### config.mk
export PLATFORM = sky130hd
export DESIGN_NAME = pipeline_hazard_ctrl_flat
export DESIGN_NICKNAME = d
export VERILOG_FILES = /design/src/rtl/pipeline_hazard_ctrl_if.sv /design/src/rtl/pipeline_hazard_ctrl.sv /design/src/flat_wrapper.sv
export SDC_FILE = /design/constraint.sdc
export NUM_CORES = 1
export LEC_CHECK = 0
export BUFFER_PORTS_ARGS = -buffer_cell sky130_fd_sc_hd__buf_2
export CAP_MARGIN = 20
export CORE_ASPECT_RATIO = 1.25
export CORE_MARGIN = 2
export CORE_UTILIZATION = 55
export CTS_CLUSTER_SIZE = 16
export DETAILED_ROUTE_END_ITERATION = 12
export PLACE_DENSITY_LB_ADDON = 0.25
export REMOVE_ABC_BUFFERS = 1
export SETUP_SLACK_MARGIN = 0.3
export SYNTH_ARGS = -nofsm -noshare
export SYNTH_HDL_FRONTEND = slang
export SYNTH_SLANG_ARGS = --single-unit
### constraint.sdc
create_clock -name clk -period 3 [get_ports clk]
set_input_delay 0.6 -clock clk [delete_from_list [all_inputs] [get_ports clk]]
set_output_delay 0.6 -clock clk [all_outputs]
set_load 0.03 [all_outputs]
### src/rtl/pipeline_hazard_ctrl_if.sv
// Signal bundle between the core top level and the pipeline hazard controller.
// The master side is the core; the slave side is the controller.
interface pipeline_hazard_ctrl_if #(
    parameter int ADDR_W = 4,
    parameter int CNT_W  = 16
);
    logic              fwd_en;
    logic              id_valid;
    logic [ADDR_W-1:0] id_src1;
    logic [ADDR_W-1:0] id_src2;
    logic              id_two_src;
    logic              id_wb_en;
    logic              id_mem_r_en;
    logic [ADDR_W-1:0] id_dest;
    logic              exe_branch_taken;
    logic              mem_wait;
    logic              freeze;
    logic              flush;
    logic              pipe_hold;
    logic [1:0]        fwd_sel_a;
    logic [1:0]        fwd_sel_b;
    logic [CNT_W-1:0]  stall_cnt;
    logic [CNT_W-1:0]  flush_cnt;

    modport master (
        output fwd_en, id_valid, id_src1, id_src2, id_two_src, id_wb_en,
               id_mem_r_en, id_dest, exe_branch_taken, mem_wait,
        input  freeze, flush, pipe_hold, fwd_sel_a, fwd_sel_b, stall_cnt, flush_cnt
    );

    modport slave (
        input  fwd_en, id_valid, id_src1, id_src2, id_two_src, id_wb_en,
               id_mem_r_en, id_dest, exe_branch_taken, mem_wait,
        output freeze, flush, pipe_hold, fwd_sel_a, fwd_sel_b, stall_cnt, flush_cnt
    );
endinterface

### src/rtl/pipeline_hazard_ctrl.sv
// Stall/flush/forwarding control for the 5-stage core, driven by a registered
// scoreboard of the instructions in EXE (e0), MEM (e1) and WB (e2).
module pipeline_hazard_ctrl #(
    parameter int ADDR_W = 4,
    parameter int CNT_W  = 16
) (
    input logic                   clk,
    input logic                   rst,
    pipeline_hazard_ctrl_if.slave bus
);
    typedef struct packed {
        logic              valid;
        logic              wb_en;
        logic              mem_r_en;
        logic [ADDR_W-1:0] dest;
        logic [ADDR_W-1:0] src1;
        logic [ADDR_W-1:0] src2;
        logic              two_src;
    } entry_t;

    typedef enum logic [1:0] {HOLD, FLUSH, STALL, ADVANCE} mode_t;

    entry_t           e0, e1, e2, id_entry;
    mode_t            mode;
    logic             hz;
    logic [CNT_W-1:0] stall_cnt, flush_cnt;

    function automatic logic match(entry_t e, logic [ADDR_W-1:0] r);
        return e.valid & e.wb_en & (e.dest == r);
    endfunction

    // MEM result is younger than WB, so it wins when both write the register.
    function automatic logic [1:0] fwd_src(entry_t m, entry_t w, logic [ADDR_W-1:0] r);
        if (match(m, r)) return 2'd1;
        if (match(w, r)) return 2'd2;
        return 2'd0;
    endfunction

    always_comb begin
        id_entry          = '0;
        id_entry.valid    = bus.id_valid;
        id_entry.wb_en    = bus.id_wb_en;
        id_entry.mem_r_en = bus.id_mem_r_en;
        id_entry.dest     = bus.id_dest;
        id_entry.src1     = bus.id_src1;
        id_entry.src2     = bus.id_src2;
        id_entry.two_src  = bus.id_two_src;

        // WB is never a hazard: the register file writes through.
        if (bus.fwd_en)
            hz = bus.id_valid & e0.mem_r_en &
                 (match(e0, bus.id_src1) | bus.id_two_src & match(e0, bus.id_src2));
        else
            hz = bus.id_valid &
                 (match(e0, bus.id_src1) | match(e1, bus.id_src1) |
                  bus.id_two_src & (match(e0, bus.id_src2) | match(e1, bus.id_src2)));

        mode = ADVANCE;
        if (bus.mem_wait)              mode = HOLD;
        else if (bus.exe_branch_taken) mode = FLUSH;
        else if (hz)                   mode = STALL;
    end

    assign bus.freeze    = !rst && (mode == HOLD || mode == STALL);
    assign bus.flush     = !rst && (mode == FLUSH);
    assign bus.pipe_hold = !rst && (mode == HOLD);
    assign bus.fwd_sel_a = (rst || !bus.fwd_en || !e0.valid) ? 2'd0 : fwd_src(e1, e2, e0.src1);
    assign bus.fwd_sel_b = (rst || !bus.fwd_en || !e0.valid || !e0.two_src) ? 2'd0
                                                                            : fwd_src(e1, e2, e0.src2);
    assign bus.stall_cnt = stall_cnt;
    assign bus.flush_cnt = flush_cnt;

    always_ff @(posedge clk or posedge rst) begin
        if (rst) begin
            e0        <= '0;
            e1        <= '0;
            e2        <= '0;
            stall_cnt <= '0;
            flush_cnt <= '0;
        end else if (mode != HOLD) begin
            e2 <= e1;
            e1 <= e0;
            e0 <= (mode == ADVANCE) ? id_entry : '0;
            if (mode == STALL && stall_cnt != '1) stall_cnt <= stall_cnt + CNT_W'(1);
            if (mode == FLUSH && flush_cnt != '1) flush_cnt <= flush_cnt + CNT_W'(1);
        end
    end
endmodule

### src/flat_wrapper.sv
// flat-port wrapper written by rule: the top's interface ports become plain ports
module pipeline_hazard_ctrl_flat 
#(
    parameter int ADDR_W = 4,
    parameter int CNT_W  = 16
)
  (clk, rst, bus_fwd_en, bus_id_valid, bus_id_src1, bus_id_src2, bus_id_two_src, bus_id_wb_en, bus_id_mem_r_en, bus_id_dest, bus_exe_branch_taken, bus_mem_wait, bus_freeze, bus_flush, bus_pipe_hold, bus_fwd_sel_a, bus_fwd_sel_b, bus_stall_cnt, bus_flush_cnt);
  pipeline_hazard_ctrl_if #(.ADDR_W(ADDR_W), .CNT_W(CNT_W)) bus_i ();
  input logic clk;
  input logic rst;
  input wire logic [$bits(bus_i.fwd_en)-1:0] bus_fwd_en;
  input wire logic [$bits(bus_i.id_valid)-1:0] bus_id_valid;
  input wire logic [$bits(bus_i.id_src1)-1:0] bus_id_src1;
  input wire logic [$bits(bus_i.id_src2)-1:0] bus_id_src2;
  input wire logic [$bits(bus_i.id_two_src)-1:0] bus_id_two_src;
  input wire logic [$bits(bus_i.id_wb_en)-1:0] bus_id_wb_en;
  input wire logic [$bits(bus_i.id_mem_r_en)-1:0] bus_id_mem_r_en;
  input wire logic [$bits(bus_i.id_dest)-1:0] bus_id_dest;
  input wire logic [$bits(bus_i.exe_branch_taken)-1:0] bus_exe_branch_taken;
  input wire logic [$bits(bus_i.mem_wait)-1:0] bus_mem_wait;
  output wire logic [$bits(bus_i.freeze)-1:0] bus_freeze;
  output wire logic [$bits(bus_i.flush)-1:0] bus_flush;
  output wire logic [$bits(bus_i.pipe_hold)-1:0] bus_pipe_hold;
  output wire logic [$bits(bus_i.fwd_sel_a)-1:0] bus_fwd_sel_a;
  output wire logic [$bits(bus_i.fwd_sel_b)-1:0] bus_fwd_sel_b;
  output wire logic [$bits(bus_i.stall_cnt)-1:0] bus_stall_cnt;
  output wire logic [$bits(bus_i.flush_cnt)-1:0] bus_flush_cnt;
  assign bus_i.fwd_en = bus_fwd_en;
  assign bus_i.id_valid = bus_id_valid;
  assign bus_i.id_src1 = bus_id_src1;
  assign bus_i.id_src2 = bus_id_src2;
  assign bus_i.id_two_src = bus_id_two_src;
  assign bus_i.id_wb_en = bus_id_wb_en;
  assign bus_i.id_mem_r_en = bus_id_mem_r_en;
  assign bus_i.id_dest = bus_id_dest;
  assign bus_i.exe_branch_taken = bus_exe_branch_taken;
  assign bus_i.mem_wait = bus_mem_wait;
  assign bus_freeze = bus_i.freeze;
  assign bus_flush = bus_i.flush;
  assign bus_pipe_hold = bus_i.pipe_hold;
  assign bus_fwd_sel_a = bus_i.fwd_sel_a;
  assign bus_fwd_sel_b = bus_i.fwd_sel_b;
  assign bus_stall_cnt = bus_i.stall_cnt;
  assign bus_flush_cnt = bus_i.flush_cnt;
  pipeline_hazard_ctrl #(.ADDR_W(ADDR_W), .CNT_W(CNT_W)) u_core (.clk(clk), .rst(rst), .bus(bus_i));
endmodule
# == Word level (Yosys, flattened, before mapping) ==
# Index checks and enable logic that the tools add are counted.
# totals
in_bits,21
output_inout_bits,39
ff_bits,60
# classes
reduce_logical,17
n_eq_ne,13
bitwise,20
mux,21
add_sub_neg,2
# op_table
op,n
"adder 16 x 1 -> 16 bit, second input constant",2
== test 4 bit,8
"!= test 16 bit, second input constant",2
two-way mux 2 bit,12
AND 1 bit,16
two-way mux 16 bit,1
two-way mux 1 bit,8
logical AND 1 bit,5
"== test 2 bit, second input constant",2
zero test 1 bit,4
logical OR 1 bit,4
bitwise OR 1 bit,4
AND reduction 2 bit,2
"== test 2 x 1 -> 1 bit, second input constant",1
zero test 2 bit,1
nonzero test 2 bit,1

# == Depth between registers and ports, before layout ==
# Gate-level depths: netlist of run 1.
# logic_depth
depth_word,13
mapped_depth,11
mapped_depth_nobuf,8

# == Worst setup path after synthesis of run 1 ==
# Ideal clock, no wire load.
# synth_path
path_type,in2out
startpoint,input rst
endpoint,output bus_freeze
t_required_ps,2400
arrival_time_ps,2286
stages,2
path_slack_ps,114
path_cell_list,inv_1 > o21a_1
# synth_via
elab_chain_cells,2
# synth_lines
item,line_no,rtl
from (decl),flat_wrapper.sv:10,input logic rst;
zero test 1 bit,pipeline_hazard_ctrl.sv:64,assign bus.freeze = !rst && (mode == HOLD || mode == STALL);
logical AND 1 bit,pipeline_hazard_ctrl.sv:64,
to (decl),flat_wrapper.sv:21,output wire logic [$bits(bus_i.freeze)-1:0] bus_freeze;
# Every way passes these cells.

# == Worst setup path in the final report of run 1 ==
# layout_path
startpoint,register u_core.e0[9] (netlist bit)
endpoint,output bus_freeze
# layout_via
elab_chain_cells,13
word_cells_on_any_way,20
classes_between,eq/ne: 3; mux: 4; bitwise: 10; reduce/logical: 3
# layout_lines
item,line_no,rtl
from (decl),pipeline_hazard_ctrl.sv:23,"entry_t e0, e1, e2, id_entry;"
from (signal assigned),pipeline_hazard_ctrl.sv:83,e0 <= (mode == ADVANCE) ? id_entry : '0;
== test 4 bit,pipeline_hazard_ctrl.sv:29,return e.valid & e.wb_en & (e.dest == r);
AND 1 bit,pipeline_hazard_ctrl.sv:29,
bitwise OR 1 bit,pipeline_hazard_ctrl.sv:56,"bus.id_two_src & (match(e0, bus.id_src2) | match(e1, bus.id_src2)));"
AND 1 bit,pipeline_hazard_ctrl.sv:56,
bitwise OR 1 bit,pipeline_hazard_ctrl.sv:55,"(match(e0, bus.id_src1) | match(e1, bus.id_src1) |"
AND 1 bit,pipeline_hazard_ctrl.sv:54,hz = bus.id_valid &
two-way mux 1 bit *,pipeline_hazard_ctrl.sv:50,if (bus.fwd_en)
two-way mux 1 bit *,pipeline_hazard_ctrl.sv:61,else if (hz) mode = STALL;
two-way mux 2 bit *,pipeline_hazard_ctrl.sv:60,else if (bus.exe_branch_taken) mode = FLUSH;
two-way mux 2 bit *,pipeline_hazard_ctrl.sv:59,if (bus.mem_wait) mode = HOLD;
== test 2 bit / zero test 2 bit (equally long branches),pipeline_hazard_ctrl.sv:64,
logical OR 1 bit *,pipeline_hazard_ctrl.sv:64,
logical AND 1 bit *,pipeline_hazard_ctrl.sv:64,
# Every way passes the cells marked *; elsewhere a longest branch is shown, timed or not.

==> flow_summary.ini, run 1 <==
[die]
fp.coreArea_sq_um = 5370
die_w_microns = 70.5
rows = 30
die_area_sq_um = 6140
start_util_pct = 56.6
io_pins = 60
die_h_microns = 87.1

[detailed_routing]
first_pass_iters = 4
m1WireLength_microns = 2720
wl_met2_microns = 3090
wl_per_cell_microns = 15.2
drtIter0Drc = 79
postRouteAntennaNets = 0
highest_layer = met4
finalWirelength_microns = 6120
avgViaCountPerCell = 5.44
num_vias = 2198
wl_met3_microns = 245
drc_errors = 0

[synth]
synth_top_area_share_pct = 49.4
synth-edff-count = 0
synthArstFlopShare_pct = 100
syn_inst = 271
synth_commonest_cells = dfrtp_1, xor2_1, xnor2_1
ys_types = 33
syn_area_sq_um = 3040
syn_area_per_cell_sq_um = 11.2
synthFlopType = dfrtp_1
ys_top_cells_by_area = dfrtp_1, xor2_1, xnor2_1
synth_top_area_cell = dfrtp_1
yosysWarnings = 0
synth_seq_cells = 60
synth_most_common_cell = dfrtp_1
yosysSeqAreaShare_pct = 49.4

[power]
powerDensity_nw_per_um2 = 612
power.leakage_uw = 0.00183
peakVddDrop_v = 0.000720
total_power_uw = 2240

[setup_path]
worstSetupPathType = reg2out
cp-end-kind = output pin
cp_cell_sequence = xnor2_1 > nand3_1 > nor4_2 > a41oi_2 > a21oi_1 > o21ai_1 > nor2_1 > o21a_1 > buf_6
crit_required_ns = 2.40
r2r_setup_slack_ns = 0.65
arrival_ns = 2.03
cp_max_fo = 4
crit_slowest_cell = dfrtp_1
start_kind = register
cpPeakStageDelay_ns = 0.43
r2r_cells = 7

[min_path]
hold_class = in2reg
min_delay_path_depth = 2

[place]
postPlaceCellArea_sq_um = 3380
dp_hpwl_microns = 4430
port_buffers = 59
place_congestion = 0.789

[sta]
post-route-min-period_ns = 2.63
max_freq_ghz = 0.380
tns_ns = 0
setup_viol = 0
fin_crit_sh_pct = 87.6
fin_skew_ns = 0.0101
hold_slack_ns = 0.471
worst_pin_slew_ns = 0.753
rsz0062_at_grt = yes
relSlewSlack_pct = 49.8
drv_slew = 0
finalHoldViolations = 0

[grt]
grt_usage_pct = 22.1
grt_pass1_wl_microns = 10500
grt_remaining_overflow = 0
antenna_found_initial = 0
grt_pass1_vias = 2201
grt_max_degree = 61

[clock_tree]
clk_path_buf_depth = 2
htreeDepth = 3
root_buffer = clkbuf_8
clock_sinks = 60
cts_tree = done
numCtsBuffers = 9
insertion_delay_ns = 0.34
path_clk_slew_ns = 0.07

[cells_and_area]
utilization_pct = 68.3
n_antenna_cell = 0
nNetsFinal = 359
drive_gt1_share_pct = 32.4
final_area_sq_um = 3670
areaGrowthSynthToFinish_pct = 20.6

[status]
status = finished clean

[job]
drv_cap = 0
==> metal layers <==
metal / global-route usage [%] / vias to the layer above
met1: 28.2 / 1081
met3: 6.71 / 7
met4: 7.34 / 0
met2: 36.0 / 46
met5: 0 / -
li1: - / 1064
==> logic make-up (layout without fill, tap and decap cells) <==
family	after synthesis	in the layout	share of synthesized area, %
AND/OR/NAND/NOR	95	95	16.8
XOR/XNOR	62	62	17.9
flip-flops	60	60	49.4
AO/OA/AOI/OAI	25	25	7.78
multiplexers	14	14	5.19
buffers and inverters	13	82	2.10
adder cells (fa/ha/maj)	2	2	0.823
==> final cells by class <==
cell class / count / area [sq um]
inverter: 2 / 7.51
clock inverter: 5 / 100
clock buffer: 10 / 138
multi-input combinational: 198 / 1490
timing repair buffer: 65 / 347
sequential: 60 / 1510
tap: 64 / 80.1
fill: 422 / 1700
==> critical path: cells and delay by family (launching register included) <==
family	cells	cell delay, ns
buffers and inverters	1	0.14
and+or+nand+nor	3	0.46
DFF	1	0.43
xor gates and xnor gates	1	0.16
AOI/OAI and AO/OA	4	0.50
==> power by group <==
part / internal, uW / leakage (uW) / switching [uW]
registers: 887 / 0.000797 / 96.3
clock network: 567 / 0.000122 / 311
logic: 161 / 0.000912 / 220
total: 1620 / 0.00183 / 627
==> path summary, 6_finish.rpt <==
path,from,end
min,bus_id_wb_en,u_core.e0[14]
max reg2reg,u_core.bus.stall_cnt[5],u_core.bus.stall_cnt[1]
max in group asynchronous,rst,u_core.e1[9]
min in group asynchronous,rst,u_core.bus.flush_cnt[15]
min reg2reg,u_core.bus.stall_cnt[7],u_core.bus.stall_cnt[7]
max,u_core.e0[9],bus_freeze
==> cells in the final DEF (no fill, tap or decap), types with 2 or more instances in the layout <==
cell type | netlist | final
dfrtp_2 | 0 | 4
xor2_1 | 32 | 31
nor4_1 | 3 | 2
a41oi_2 | 2 | 2
nor2b_1 | 3 | 3
clkbuf_8 | 0 | 10
o21ai_0 | 3 | 2
buf_4 | 0 | 6
bufinv_16 | 0 | 3
nand2_1 | 20 | 20
buf_2 | 5 | 58
ha_1 | 2 | 2
nand4_1 | 5 | 5
and2_1 | 3 | 3
and3_1 | 8 | 8
clkinv_2 | 0 | 2
nor2_1 | 19 | 19
nor4b_2 | 3 | 3
dfrtp_1 | 60 | 56
nor3_1 | 5 | 5
nand3_1 | 17 | 17
nor3_2 | 2 | 2
xnor2_1 | 30 | 30
nand2b_1 | 2 | 2
a22o_1 | 16 | 16
and4_1 | 3 | 3
mux2_2 | 14 | 14
==> through the flow <==
stage | worst slack, ns | std cells
2_1_floorplan | 0.114 | 260
5_1_grt | 0.252 | 404
4_1_cts | 0.333 | 403
3_5_place_dp | 0.320 | 386
3_3_place_gp | 0.328 | 386
6_report | 0.371 | 404
==> sequential cells by signal (all words and copies together) (netlist names) <==
register,cells
u_core.bus.flush_cnt,16
u_core.bus.stall_cnt,16
u_core.e0,16
u_core.e1,6
u_core.e2,6
==> repair_timing <==
action,in CTS,in global routing
endpoints found under the setup margin,1,1
resized for setup,6,4
buffers inserted,2,1
hold buffers,0,0
hold endpoints to repair,0,0
pin swaps,1,4
(Power assumes the default switching activity.)
==> inputs of run 2 (changes only) <==
clock period = 2.5 ns   (was 3 ns; I/O delays follow)
==> flow_summary.ini, run 2 (synthesis results as in run 1) <==
[grt]
antenna_found_initial = 0
grt_remaining_overflow = 0
grt_usage_pct = 23.9
grt_pass1_wl_microns = 11400
grt_pass1_vias = 2404
grt_max_degree = 61

[sta]
relSlewSlack_pct = 50.8
worst_pin_slew_ns = 0.738
hold_slack_ns = 0.378
post-route-min-period_ns = 2.52
drv_slew = 0
fin_skew_ns = 0.00840
rsz0062_at_grt = yes
fin_crit_sh_pct = 101
finalHoldViolations = 0
worst_slack_ns = -0.0187
setup_viol = 1
max_freq_ghz = 0.397

[detailed_routing]
num_vias = 2346
postRouteAntennaNets = 0
first_pass_iters = 4
finalWirelength_microns = 7040
avgViaCountPerCell = 5.47
wl_per_cell_microns = 16.4
drc_errors = 0
drtIter0Drc = 113

[power]
peakVddDrop_v = 0.000608
total_power_uw = 2790
powerDensity_nw_per_um2 = 680
power.leakage_uw = 0.00204

[clock_tree]
path_clk_slew_ns = 0.07
htreeDepth = 3
insertion_delay_ns = 0.33
cts_tree = done
root_buffer = clkbuf_8
numCtsBuffers = 9
clk_path_buf_depth = 2
clock_sinks = 60
hold_buffers = 0

[cells_and_area]
reg_top3 = u_core.bus.flush_cnt x16, u_core.bus.stall_cnt x16, u_core.e0 x16
fill_cells = 358
final_common_cell = dfrtp_1
nNetsFinal = 383
areaGrowthSynthToFinish_pct = 34.8
final_area_sq_um = 4100
n_antenna_cell = 0
drive_gt1_share_pct = 43.3
layout_common_cells = dfrtp_1, buf_2, xor2_1, xnor2_1, buf_4
utilization_pct = 76.3

[place]
postPlaceCellArea_sq_um = 3430
port_buffers = 59
dp_hpwl_microns = 4530
place_congestion = 0.854

[die]
io_pins = 60
die_area_sq_um = 6140
die_w_microns = 70.5
fp.coreArea_sq_um = 5370
die_h_microns = 87.1
start_util_pct = 56.6
rows = 30

[setup_path]
arrival_ns = 2.02
start_kind = register
worstSetupPathType = reg2out
cp_max_fo = 4
cp-end-kind = output pin
crit_family = compound AO/OA/AOI/OAI gates
cp_cell_sequence = xor2_1 > nor4_2 > a41oi_2 > a21oi_1 > o21ai_1 > nor2_1 > o21a_1 > buf_6
crit_required_ns = 2.00
cpPeakStageDelay_ns = 0.45
crit_buf_inv = 1
crit_slowest_cell = dfrtp_2

[min_path]
hold_class = in2reg

[job]
drv_cap = 0

[status]
status = finished with violations
violations = setup timing
## run 2: changes by cell type in the layout (fill, tap and decap cells not counted), sizes merged
cell	previous run	this run
clkinv	2	1
clkbuf	10	12
buf	65	89
## run 2: cell type report
| cell class | count | area, sq um | area share, % |
|---|---|---|---|
| Sequential cell | 60 | 1510 | 36.8 |
| Multi-Input combinational cell | 198 | 1670 | 40.8 |
| Inverter | 2 | 7.51 | 0.183 |
| Clock inverter | 4 | 95.1 | 2.32 |
| Clock buffer | 12 | 155 | 3.79 |
| Timing Repair Buffer | 89 | 578 | 14.1 |
| Tap cell | 64 | 80.1 | 1.95 |
## run 2: metrics by stage
step / instances / TNS (ns) / setup slack [ns]
after floorplan: 260 / -0.186 / -0.186
after global placement: 393 / 0 / 0.0265
after detailed placement: 393 / 0 / 0.00648
after CTS: 421 / -0.0340 / -0.0340
after global routing: 429 / -0.150 / -0.150
final: 429 / -0.0187 / -0.0187
## run 2: timing repair
action | CTS | global route
pin swaps | 18 | 23
setup buffers | 12 | 8
gates resized for setup | 42 | 21
endpoints found under the setup margin | 33 | 36
## run 2: metal layers
layer | part of all wire (%) | global-route usage (%)
met3 | 3.6 | 5.56
met5 | 0 | 0
met2 | 51 | 40.5
met4 | 3.5 | 12.2
met1 | 41 | 28.4
## run 2: final timing paths
kind	startpoint	end	slack, ns	cells after the start
max in group asynchronous	rst	u_core.e0[11]	1.54	3
worst min-delay path	bus_id_dest[2]	u_core.e0[11]	0.38	2
min in group asynchronous	rst	u_core.bus.flush_cnt[0]	0.45	3
worst min register to register	u_core.bus.stall_cnt[12]	u_core.bus.stall_cnt[12]	0.49	1
worst max-delay path	u_core.e0[11]	bus_freeze	-0.02	8
worst max register to register	u_core.e1[10]	u_core.bus.stall_cnt[9]	0.19	10
## run 2: power by group
part           switching (uW)  internal, uW
clock network             370           716
logic                     298           230
registers                 106          1060
==> inputs of run 3 (changes only) <==
CORE_UTILIZATION = 40   (was 55)
==> flow_summary.ini, run 3 (synthesis results as in run 1) <==
[sta]
fin_crit_sh_pct = 98.8
fin_skew_ns = 0.00921
worst_pin_slew_ns = 0.764
drv_slew = 0
hold_slack_ns = 0.377
rsz0062_at_grt = yes
post-route-min-period_ns = 2.47
finalHoldViolations = 0
setup_viol = 0
relSlewSlack_pct = 49.1
max_freq_ghz = 0.405
worst_slack_ns = 0.0299

[place]
place_congestion = 0.839
dp_slack_ns = -0.0212
dp_hpwl_microns = 4810
port_buffers = 59
postPlaceCellArea_sq_um = 3490

[detailed_routing]
finalWirelength_microns = 7130
avgViaCountPerCell = 5.14
num_vias = 2327
wl_per_cell_microns = 15.7
postRouteAntennaNets = 0
drtIter0Drc = 139
first_pass_iters = 4
drc_errors = 0

[setup_path]
crit_slowest_cell = dfrtp_1
arrival_ns = 1.97
worstSetupPathType = reg2out
cpPeakStageDelay_ns = 0.42
cp-end-kind = output pin
crit_required_ns = 2.00
start_kind = register
cp_cell_sequence = xor2_1 > nor4_2 > a41oi_2 > a21oi_1 > o21ai_1 > nor2_1 > o21a_1 > buf_6
r2r_setup_slack_ns = 0.19
cp_max_fo = 3

[power]
peakVddDrop_v = 0.000346
powerDensity_nw_per_um2 = 631
seqPwrFrac_pct = 46.3
p_comb_share_pct = 20.9
pwr-share-clk_pct = 32.8
sw_frac_of_total_pct = 30.8
p_switching_uw = 781
power.internal_uw = 1760
power.leakage_uw = 0.00203

[cells_and_area]
final_common_cell = dfrtp_1
areaGrowthSynthToFinish_pct = 32.4
n_antenna_cell = 0
layout_common_cells = dfrtp_1, buf_2, xor2_1, xnor2_1, buf_4
reg_top3 = u_core.bus.flush_cnt x16, u_core.bus.stall_cnt x16, u_core.e0 x16
drive_gt1_share_pct = 42.4
final_area_sq_um = 4020
nNetsFinal = 380

[die]
die_h_microns = 101
io_pins = 60
fp.coreArea_sq_um = 7360
start_util_pct = 41.3
die_w_microns = 82.0
rows = 35
die_area_sq_um = 8320

[clock_tree]
htreeDepth = 3
cts_tree = done
clock_sinks = 60
root_buffer = clkbuf_8
numCtsBuffers = 9
insertion_delay_ns = 0.33
clk_path_buf_depth = 2
path_clk_slew_ns = 0.07

[job]
drv_cap = 0

[grt]
antenna_found_initial = 0
grt_remaining_overflow = 0
grt_usage_pct = 18.6
grt_pass1_wl_microns = 11500
grt_max_degree = 61
grt_pass1_vias = 2389

[status]
status = finished clean

[min_path]
hold_class = in2reg
run 3: power groups by stage:
stage	Combinational [uW]	Clock [uW]	Sequential [uW]
after floorplan	226	0	1260
after global placement	465	0	1190
after detailed placement	469	0	1190
after CTS	516	852	1170
after global routing	582	909	1190
final	530	833	1180
run 3: worst max-delay path, delay by kind of cell (launching register included):
kind | cells | cell delay (ns)
AND/OR/NAND/NOR | 2 | 0.41
XOR/XNOR | 1 | 0.19
AO/OA/AOI/OAI | 4 | 0.48
buffers and inverters | 1 | 0.14
flip-flops | 1 | 0.42
run 3: final cells by class:
type | instances | area (sq um)
flip-flops and latches | 60 | 1500
multi-input cells | 198 | 1660
clock buffers | 14 | 183
inverters | 2 | 7.51
clock inverters | 1 | 5.00
repair buffers | 86 | 553
well taps | 92 | 115
fillers | 672 | 3330
run 3: stage by stage:
step / total power, uW / utilization, % / TNS, ns / std cells
final: 2540 / 54.7 / 0 / 453
after global routing: 2680 / 54.7 / -0.132 / 453
after CTS: 2540 / 53.0 / -0.0104 / 448
after detailed placement: 1660 / 47.4 / -0.0212 / 422
after global placement: 1650 / 47.4 / -0.0135 / 422
after floorplan: 1490 / - / -0.186 / 260
run 3: worst paths after layout:
check / start / to / cells past startpoint
max: u_core.e0[12] / bus_freeze / 8
min: bus_id_dest[2] / u_core.e0[11] / 2
max reg2reg: u_core.e0[12] / u_core.bus.stall_cnt[14] / 9
min reg2reg: u_core.bus.flush_cnt[14] / u_core.bus.flush_cnt[14] / 1
max in group asynchronous: rst / u_core.e1[11] / 3
min in group asynchronous: rst / u_core.bus.flush_cnt[7] / 3
run 3: metal layers:
layer  GRT usage, %  wire, microns  up-vias
li1               -              -     1106
met1           22.5           3020     1153
met2           29.6           3580       50
met3           4.81            311       18
met4           10.9            221        0
met5              0              0        -
run 3: repair_timing:
action / 4_1_cts / 5_1_grt
pin swaps: 13 / 12
buffers inserted: 11 / 5
hold buffers: 0 / 0
cloned: 0 / 0
resized for setup: 36 / 16
setup endpoints to repair: 33 / 36
